==> src/rtl/yuv422_pkg.sv <==
// yuv422_pkg: shared mode constants, input phase type and rounded chroma average
package yuv422_pkg;
  localparam logic MODE_DROP = 1'b0;
  localparam logic MODE_AVERAGE = 1'b1;
  localparam int AVG_W = 16;
  typedef enum logic {EVEN = 1'b0, ODD = 1'b1} phase_t;
  // Rounded mean of two components up to AVG_W bits; the one-bit-wider sum cannot wrap
  function automatic logic [AVG_W-1:0] round_avg(input logic [AVG_W-1:0] a, input logic [AVG_W-1:0] b);
    return AVG_W'(({1'b0, a} + {1'b0, b} + {{AVG_W{1'b0}}, 1'b1}) >> 1);
  endfunction
endpackage

==> src/rtl/yuv422_out_fifo.sv <==
// yuv422_out_fifo: register FIFO accepting up to two pushes and one pop per cycle
module yuv422_out_fifo #(
  parameter int W = 18,
  parameter int DEPTH = 4,
  parameter int CW = $clog2(DEPTH + 1)
) (
  input  logic          clk,
  input  logic          rst,
  input  logic [1:0]    push_n,
  input  logic [W-1:0]  d0,
  input  logic [W-1:0]  d1,
  input  logic          pop,
  output logic [W-1:0]  q,
  output logic [CW-1:0] count
);
  localparam int AW = $clog2(DEPTH);
  logic [W-1:0] mem [DEPTH];
  logic [AW-1:0] wp, rp, wp1, wp2, rp1;
  assign wp1 = wp == AW'(DEPTH - 1) ? '0 : wp + 1'b1;
  assign wp2 = wp1 == AW'(DEPTH - 1) ? '0 : wp1 + 1'b1;
  assign rp1 = rp == AW'(DEPTH - 1) ? '0 : rp + 1'b1;
  assign q = mem[rp];
  // Storage and pointers; d0 always lands before d1 so entry order is preserved
  always_ff @(posedge clk) begin
    if (rst) begin
      for (int i = 0; i < DEPTH; i++) mem[i] <= '0;
      wp <= '0;
      rp <= '0;
      count <= '0;
    end else begin
      if (push_n != 2'd0) mem[wp] <= d0;
      if (push_n == 2'd2) mem[wp1] <= d1;
      wp <= push_n == 2'd2 ? wp2 : push_n == 2'd1 ? wp1 : wp;
      rp <= pop ? rp1 : rp;
      count <= count + CW'(push_n) - CW'(pop);
    end
  end
endmodule

==> src/rtl/yuv444_to_yuv422_axis.sv <==
// yuv444_to_yuv422_axis: AXI-Stream 4:4:4 to 4:2:2 converter with drop/average chroma
module yuv444_to_yuv422_axis
  import yuv422_pkg::*;
#(
  parameter int DATA_WIDTH = 8,
  parameter int FIFO_DEPTH = 4
) (
  input  logic                    clk,
  input  logic                    rst,
  input  logic                    mode,
  input  logic [3*DATA_WIDTH-1:0] s_axis_tdata,
  input  logic                    s_axis_tuser,
  input  logic                    s_axis_tlast,
  input  logic                    s_axis_tvalid,
  output logic                    s_axis_tready,
  output logic [2*DATA_WIDTH-1:0] m_axis_tdata,
  output logic                    m_axis_tuser,
  output logic                    m_axis_tlast,
  output logic                    m_axis_tvalid,
  input  logic                    m_axis_tready
);
  localparam int DW = DATA_WIDTH;
  localparam int EW = 2 * DW + 2;
  localparam int CW = $clog2(FIFO_DEPTH + 1);
  phase_t phase;
  logic mode_q, huser, hmode;
  logic [DW-1:0] hy, hu, hv, in_y, in_u, in_v, cu, cv;
  logic acc, even_beat, pair, store, flush, single;
  logic [1:0] push_n;
  logic [EW-1:0] d0, d1, q;
  logic [CW-1:0] count;
  assign in_y = s_axis_tdata[DW-1:0];
  assign in_u = s_axis_tdata[2*DW-1:DW];
  assign in_v = s_axis_tdata[3*DW-1:2*DW];
  assign s_axis_tready = count <= CW'(FIFO_DEPTH - 2);
  assign acc = s_axis_tvalid && s_axis_tready;
  assign even_beat = phase == EVEN || s_axis_tuser;
  assign pair = acc && !even_beat;
  assign store = acc && even_beat && !s_axis_tlast;
  assign flush = acc && phase == ODD && s_axis_tuser;
  assign single = acc && even_beat && s_axis_tlast;
  assign cu = hmode == MODE_AVERAGE ? DW'(round_avg(AVG_W'(hu), AVG_W'(in_u))) : hu;
  assign cv = hmode == MODE_AVERAGE ? DW'(round_avg(AVG_W'(hv), AVG_W'(in_v))) : hv;
  // A truncated line's held pixel is flushed ahead of any single-pixel line end in the same beat
  always_comb begin
    push_n = pair ? 2'd2 : 2'(flush) + 2'(single);
    d0 = pair ? {huser, 1'b0, cu, hy} : flush ? {huser, 1'b1, hu, hy} : {s_axis_tuser, 1'b1, in_u, in_y};
    d1 = pair ? {1'b0, s_axis_tlast, cv, in_y} : {s_axis_tuser, 1'b1, in_u, in_y};
  end
  // Phase, frame mode latch and even-pixel hold register
  always_ff @(posedge clk) begin
    if (rst) begin
      phase <= EVEN;
      mode_q <= MODE_DROP;
      hy <= '0;
      hu <= '0;
      hv <= '0;
      huser <= 1'b0;
      hmode <= MODE_DROP;
    end else begin
      phase <= acc ? (store ? ODD : EVEN) : phase;
      if (acc && s_axis_tuser) mode_q <= mode;
      if (store) begin
        hy <= in_y;
        hu <= in_u;
        hv <= in_v;
        huser <= s_axis_tuser;
        hmode <= s_axis_tuser ? mode : mode_q;
      end
    end
  end
  yuv422_out_fifo #(.W(EW), .DEPTH(FIFO_DEPTH), .CW(CW)) u_fifo (
    .clk(clk),
    .rst(rst),
    .push_n(push_n),
    .d0(d0),
    .d1(d1),
    .pop(m_axis_tvalid && m_axis_tready),
    .q(q),
    .count(count)
  );
  assign m_axis_tvalid = count != '0;
  assign {m_axis_tuser, m_axis_tlast, m_axis_tdata} = q;
endmodule

==> config.mk <==
export PLATFORM = sky130hd
export DESIGN_NAME = yuv444_to_yuv422_axis
export DESIGN_NICKNAME = d
export VERILOG_FILES = /design/src/rtl/yuv422_pkg.sv /design/src/rtl/yuv422_out_fifo.sv /design/src/rtl/yuv444_to_yuv422_axis.sv
export SDC_FILE = /design/constraint.sdc
export NUM_CORES = 1
export LEC_CHECK = 0
export ABC_AREA = 1
export BUFFER_PORTS_ARGS = -buffer_cell sky130_fd_sc_hd__clkbuf_2
export CAP_MARGIN = 10
export CORE_UTILIZATION = 44
export CTS_CLUSTER_SIZE = 24
export DETAILED_ROUTE_END_ITERATION = 8
export PLACE_DENSITY = 0.7
export SLEW_MARGIN = 20
export SYNTH_ARGS = -nofsm -noshare
export SYNTH_HDL_FRONTEND = slang
export SYNTH_SLANG_ARGS = --single-unit
==> constraint.sdc <==
create_clock -name clk -period 6.78 [get_ports clk]
set_clock_uncertainty 0.1 [all_clocks]
set_input_delay 1.356 -clock clk [delete_from_list [all_inputs] [get_ports clk]]
set_output_delay 1.356 -clock clk [all_outputs]
set_load 0.1 [all_outputs]
==> flow_summary.ini, run 1 <==
[timing]
grt_setup_unrepaired = no
tightestPinTransition_ps = 895
fin_crit_ps = 4370
setup_tns_ps = 0
drv_slew = 0
period_share = 0.645
relSlewSlack = 0.400
fin_ws_ps = 2410
finalHoldViolCount = 0
setup_viol = 0
max_freq_mhz = 229

[clock_tree]
post_cts_resized = 0
clk_latency_ps = 350
clk_pin_slew_worst_paths_ps = 70
cts_hold_buffers = 0
clock_path_buffers = 2
tritoncts = done
clock-root-buffer = clkbuf_16
htreeDepth = 3
postCtsSetupBuffers = 0
cts_sinks = 109
cts_buffers = 9

[floorplanning]
start_util = 0.456
die_h_um = 123
fp.dieArea_um2 = 15100
die_w_um = 123
core-area_um2 = 14100
rows = 43
ioPinCount = 51

[hold_path]
min_path_type = reg2reg
hold_depth = 2
min-delay-start = mode_q$_SDFFE_PP0P_
min_to = mode_q$_SDFFE_PP0P_

[logic_synthesis]
yosysWarnings = 0
netlist_instances = 789
syn_nets = 849
synthFlopType = edfxtp_1
synth_area_per_cell_um2 = 8.15
async_reset_ff_frac = 0
synth_edf_count = 72
ys_ff_latch = 109
synth.distinct_cells = 41
synth_area_um2 = 6430
seq_area_frac_synth = 0.451

[routing]
avgViaCountPerCell = 5.56
vias = 5585
wl_per_cell_um = 16.6
dr.pass1.iters = 5
remaining_drc_errors = 0
drt_iter0_markers = 474
wl_um = 16700
ant_nets = 0

[power]
ir_drop_mv = 0.139
p_leak_uw = 0.00312
fin_total_pwr_uw = 2490
p_per_area_nw_per_um2 = 352

[cells_and_area]
n_antenna_cell = 0
fin_util = 0.502
nNetsFinal = 880
drive_gt1_frac = 0.136
syn_to_final_growth_pct = 10.1
nFillCells = 1380

[worst_setup_path]
endpoint_kind = output pin
crit_fanout = 37
worst_setup_path_start_kind = register
critPathArrivalTime_ps = 2910
ff2ff_setup_slack_ps = 3160
r2r_start = u_fifo.count[1]$_SDFF_PP0_
worstPathRequired_ps = 5320
r2r_end = u_fifo.mem[1][14]$_DFFE_PP_
criticalPathCategory = reg2out
worstRegToRegCells = 8

[status]
status = finished clean

[grt]
grt_max_degree = 39
grtUsageTotal = 0.234
overflow = 0
grt_antenna_before_repair = 0
grt_pass1_wl_um = 26700
grt_pass1_vias = 5049

[placement]
hpwlAfterDp_um = 12000
port_buffers = 50
dpl_worst_slack_ps = 2070
place.gp.congestion = 0.966

[run]
maxCapViolations = 0
-- per-layer routing --
layer / up-vias / track usage / wire length [um]
met5: - / 0 / 0
met4: 0 / 0.0838 / 386
met3: 28 / 0.0355 / 1020
met2: 215 / 0.368 / 7640
met1: 2561 / 0.327 / 7610
li1: 2781 / - / -
-- synthesized netlist by cell type (2+ instances only) --
cell type	number	area share
inv_1	61	0.036
nand2_1	149	0.087
ha_1	26	0.051
fa_1	3	0.0093
nor2_1	95	0.055
or2_2	4	0.0039
o21ai_0	86	0.067
nor2_4	2	0.0035
inv_2	9	0.0053
edfxtp_1	72	0.34
clkinv_1	2	0.0012
o21ai_2	6	0.0082
buf_6	4	0.0070
a21oi_1	45	0.035
o22ai_2	5	0.0097
dfxtp_1	37	0.12
o21ai_1	16	0.012
nand2_2	3	0.0029
o211ai_2	2	0.0039
nor2_2	2	0.0019
buf_2	12	0.0093
o22ai_1	42	0.041
nand4_1	6	0.0058
inv_4	3	0.0029
nor2_8	2	0.0062
a31oi_1	2	0.0019
o211ai_1	3	0.0035
xor2_1	4	0.0054
buf_4	3	0.0035
nand3_1	56	0.044
clkbuf_1	17	0.0099
-- report_power, final --
group / internal (uW) / switching, uW / total [uW]
Sequential: 793 / 51.8 / 845
Combinational: 221 / 866 / 1090
Clock: 325 / 237 / 562
-- cells in the final DEF (no fill, tap or decap), drive strengths merged --
cell	Yosys	layout
nand3	58	58
nand4	6	6
xnor2	1	1
clkbuf	17	62
nor3b	1	1
bufinv	0	2
inv	73	74
ha	26	26
fa	3	3
dfxtp	37	37
o21a	1	1
o21bai	1	1
a21oi	46	46
o22ai	47	47
edfxtp	72	72
o211a	1	1
xor2	4	4
o211ai	5	5
nor2	101	101
o21ai	108	108
nor3	1	1
clkinv	2	3
nand2	152	152
a31oi	2	2
or2	4	4
buf	19	6
o311ai	1	1
-- stage by stage --
stage	hold WS, ps	cell area, um^2	std cells
final	367	7080	1005
after floorplan	339	6430	789
after CTS	371	7080	1005
after detailed placement	361	6770	989
after global placement	351	6770	989
after global routing	419	7080	1005
-- cells by family (layout without fill, tap and decap cells) --
family                   count (synthesis)  in the layout  share of synthesized area
AND/OR/NAND/NOR                        323            323                      0.218
buffers and inverters                  111            147                     0.0747
AO/OA/AOI/OAI                          212            212                      0.189
XOR/XNOR                                 5              5                    0.00681
adder cells (fa/ha/maj)                 29             29                     0.0599
flip-flops                             109            109                      0.451
-- registers in the layout (all words and copies together) (netlist names), named ones only --
| name | count |
|---|---|
| hmode | 1 |
| hu | 8 |
| huser | 1 |
| hv | 8 |
| hy | 8 |
| mode_q | 1 |
| phase | 1 |
| u_fifo.count | 3 |
| u_fifo.mem | 72 |
| u_fifo.rp | 2 |
| u_fifo.wp | 2 |
-- cell type report --
class,count,area (um^2),area share
clock buffers,12,236,0.0334
clock inverters,4,73.8,0.0104
inverters,75,289,0.0408
multi-input cells,569,3060,0.432
flip-flops and latches,109,2900,0.410
well taps,180,225,0.0318
repair buffers,56,295,0.0417
-- worst max-delay path: stages (launching register included) --
cell and delay [ps]:
dfxtp_1 310, buf_4 310, clkinv_1 800, o21ai_0 590, o22ai_1 130, clkbuf_2 390
-- worst max-delay path by stage --
stage / endpoint / slack, ps
final: m_axis_tdata[11] / 2410
after global routing: m_axis_tdata[11] / 2090
after CTS: m_axis_tdata[11] / 2350
after detailed placement: u_fifo.mem[1][0]$_DFFE_PP_ / 2070
after global placement: u_fifo.mem[1][0]$_DFFE_PP_ / 2200
after floorplan: u_fifo.mem[3][0]$_DFFE_PP_ / 1610
(Power assumes the default switching activity.)
==> run 2, diff against run 1 <==
Settings changed: PLACE_DENSITY 0.7 to 0.72.
Clock period 6.78 ns to 3.9 ns, I/O delays scaled along.
==> flow_summary.ini, run 2 (synthesis results as in run 1) <==
[status]
status = finished clean

[routing]
wl_um = 16800
drt_iter0_markers = 593
met3_length_um = 1220
wl_per_cell_um = 16.5
ant_nets = 0
vias = 5690
dr.pass1.iters = 5
dr_wl_met2_um = 7420
remaining_drc_errors = 0
avgViaCountPerCell = 5.60
wirelength_met1_um = 7710
top_layer = met4

[power]
p_leak_uw = 0.00316
p_per_area_nw_per_um2 = 591
ir_drop_mv = 0.236

[timing]
finalHoldViolCount = 0
max_freq_mhz = 304
fin_crit_ps = 3290
relSlewSlack = 0.394
whs_ps = 379
setup_viol = 0
grt_setup_unrepaired = no
drv_slew = 0
setup_tns_ps = 0
period_share = 0.844
tightestPinTransition_ps = 904

[clock_tree]
clk_pin_slew_worst_paths_ps = 70
cts_hold_buffers = 0
cts_buffers = 9
tritoncts = done
htreeDepth = 3
postCtsSetupBuffers = 0
post_cts_resized = 0
clk_latency_ps = 360
clock-root-buffer = clkbuf_16
clock_path_buffers = 2
cts_sinks = 109

[worst_setup_path]
criticalPathCategory = reg2out
max_stage_delay_ps = 700
endpoint_kind = output pin
worst_path_max_delay_cell = clkinv_1
ff2ff_setup_slack_ps = 810
cp_cell_sequence = clkinv_1 > o21ai_0 > o22ai_1 > clkbuf_2
worstPathRequired_ps = 3020
worst_setup_path_start_kind = register
cp_num_buf_inv = 2
path_delay_family = buffers and inverters
critPathArrivalTime_ps = 2410
crit_fanout = 36

[cells_and_area]
syn_to_final_growth_pct = 11.0
nNetsFinal = 891
layout_common_cells = nand2_1 (149), nor2_1 (95), o21ai_0 (86), edfxtp_1 (72), inv_1 (61)
drive_gt1_frac = 0.147
n_antenna_cell = 0
largest_reg_flops = 72
final_common_cell = nand2_1
fin_area_um2 = 7140
regMostFlops = u_fifo.mem
layout.cells.non_filler = 1016

[placement]
port_buffers = 50
hpwlAfterDp_um = 12400
postPlaceCellArea_um2 = 6870
placedCellCount = 1000
place.gp.congestion = 0.970

[floorplanning]
start_util = 0.456
rows = 43
die_w_um = 123
ioPinCount = 51
die_h_um = 123
core-area_um2 = 14100
fp.dieArea_um2 = 15100

[grt]
grt_pass1_vias = 5206
grt_pass1_wl_um = 27300
grt_antenna_before_repair = 0
overflow = 0
grt_max_degree = 38
grtUsageTotal = 0.239

[run]
maxCapViolations = 0

[hold_path]
min_path_type = reg2reg
## run 2: changes by cell type in the layout (fill, tap and decap cells not counted)
cell | previous run | this run
o311ai_4 | 0 | 1
clkinv_1 | 2 | 3
bufinv_16 | 2 | 0
o311ai_2 | 1 | 0
clkbuf_1 | 3 | 2
clkinvlp_4 | 0 | 1
buf_12 | 0 | 1
inv_6 | 1 | 2
buf_4 | 6 | 16
## run 2: final timing paths
path,start,end,depth (start not counted)
hold reg to reg,mode_q$_SDFFE_PP0P_,mode_q$_SDFFE_PP0P_,2
setup / recovery,register,m_axis_tlast,4
hold / removal,mode_q$_SDFFE_PP0P_,mode_q$_SDFFE_PP0P_,2
setup reg to reg,u_fifo.count[2]$_SDFF_PP0_,u_fifo.mem[0][0]$_DFFE_PP_,16
## run 2: cell type report
type | count | area [um^2]
clock buffers | 11 | 233
clock inverters | 5 | 33.8
fillers | 1364 | 6960
inverters | 75 | 289
multi-input cells | 569 | 3070
flip-flops and latches | 109 | 2900
well taps | 180 | 225
repair buffers | 67 | 390
## run 2: tightest hold or removal path, cell delays in order, from the launching register on
cell and delay [ps]:
dfxtp_1 310, nand2_1 60, a21oi_1 60
## run 2: metal layers
layer,vias up,GRT usage
met2,221,0.365
met4,0,0.0976
met1,2635,0.334
met3,33,0.0452
li1,2801,-
met5,-,0
## run 2: metrics by stage
stage | total power, uW | utilization | setup WS (ps)
CTS | 4230 | 0.507 | 551
floorplan | 3020 | - | 68.3
global placement | 3380 | 0.488 | 422
global route | 4440 | 0.507 | 346
detailed placement | 3390 | 0.488 | 338
finish | 4220 | 0.507 | 607
## run 2: report_power, final
part | internal (uW) | switching [uW]
sequential | 1380 | 95.5
clock | 436 | 420
combinational | 392 | 1500
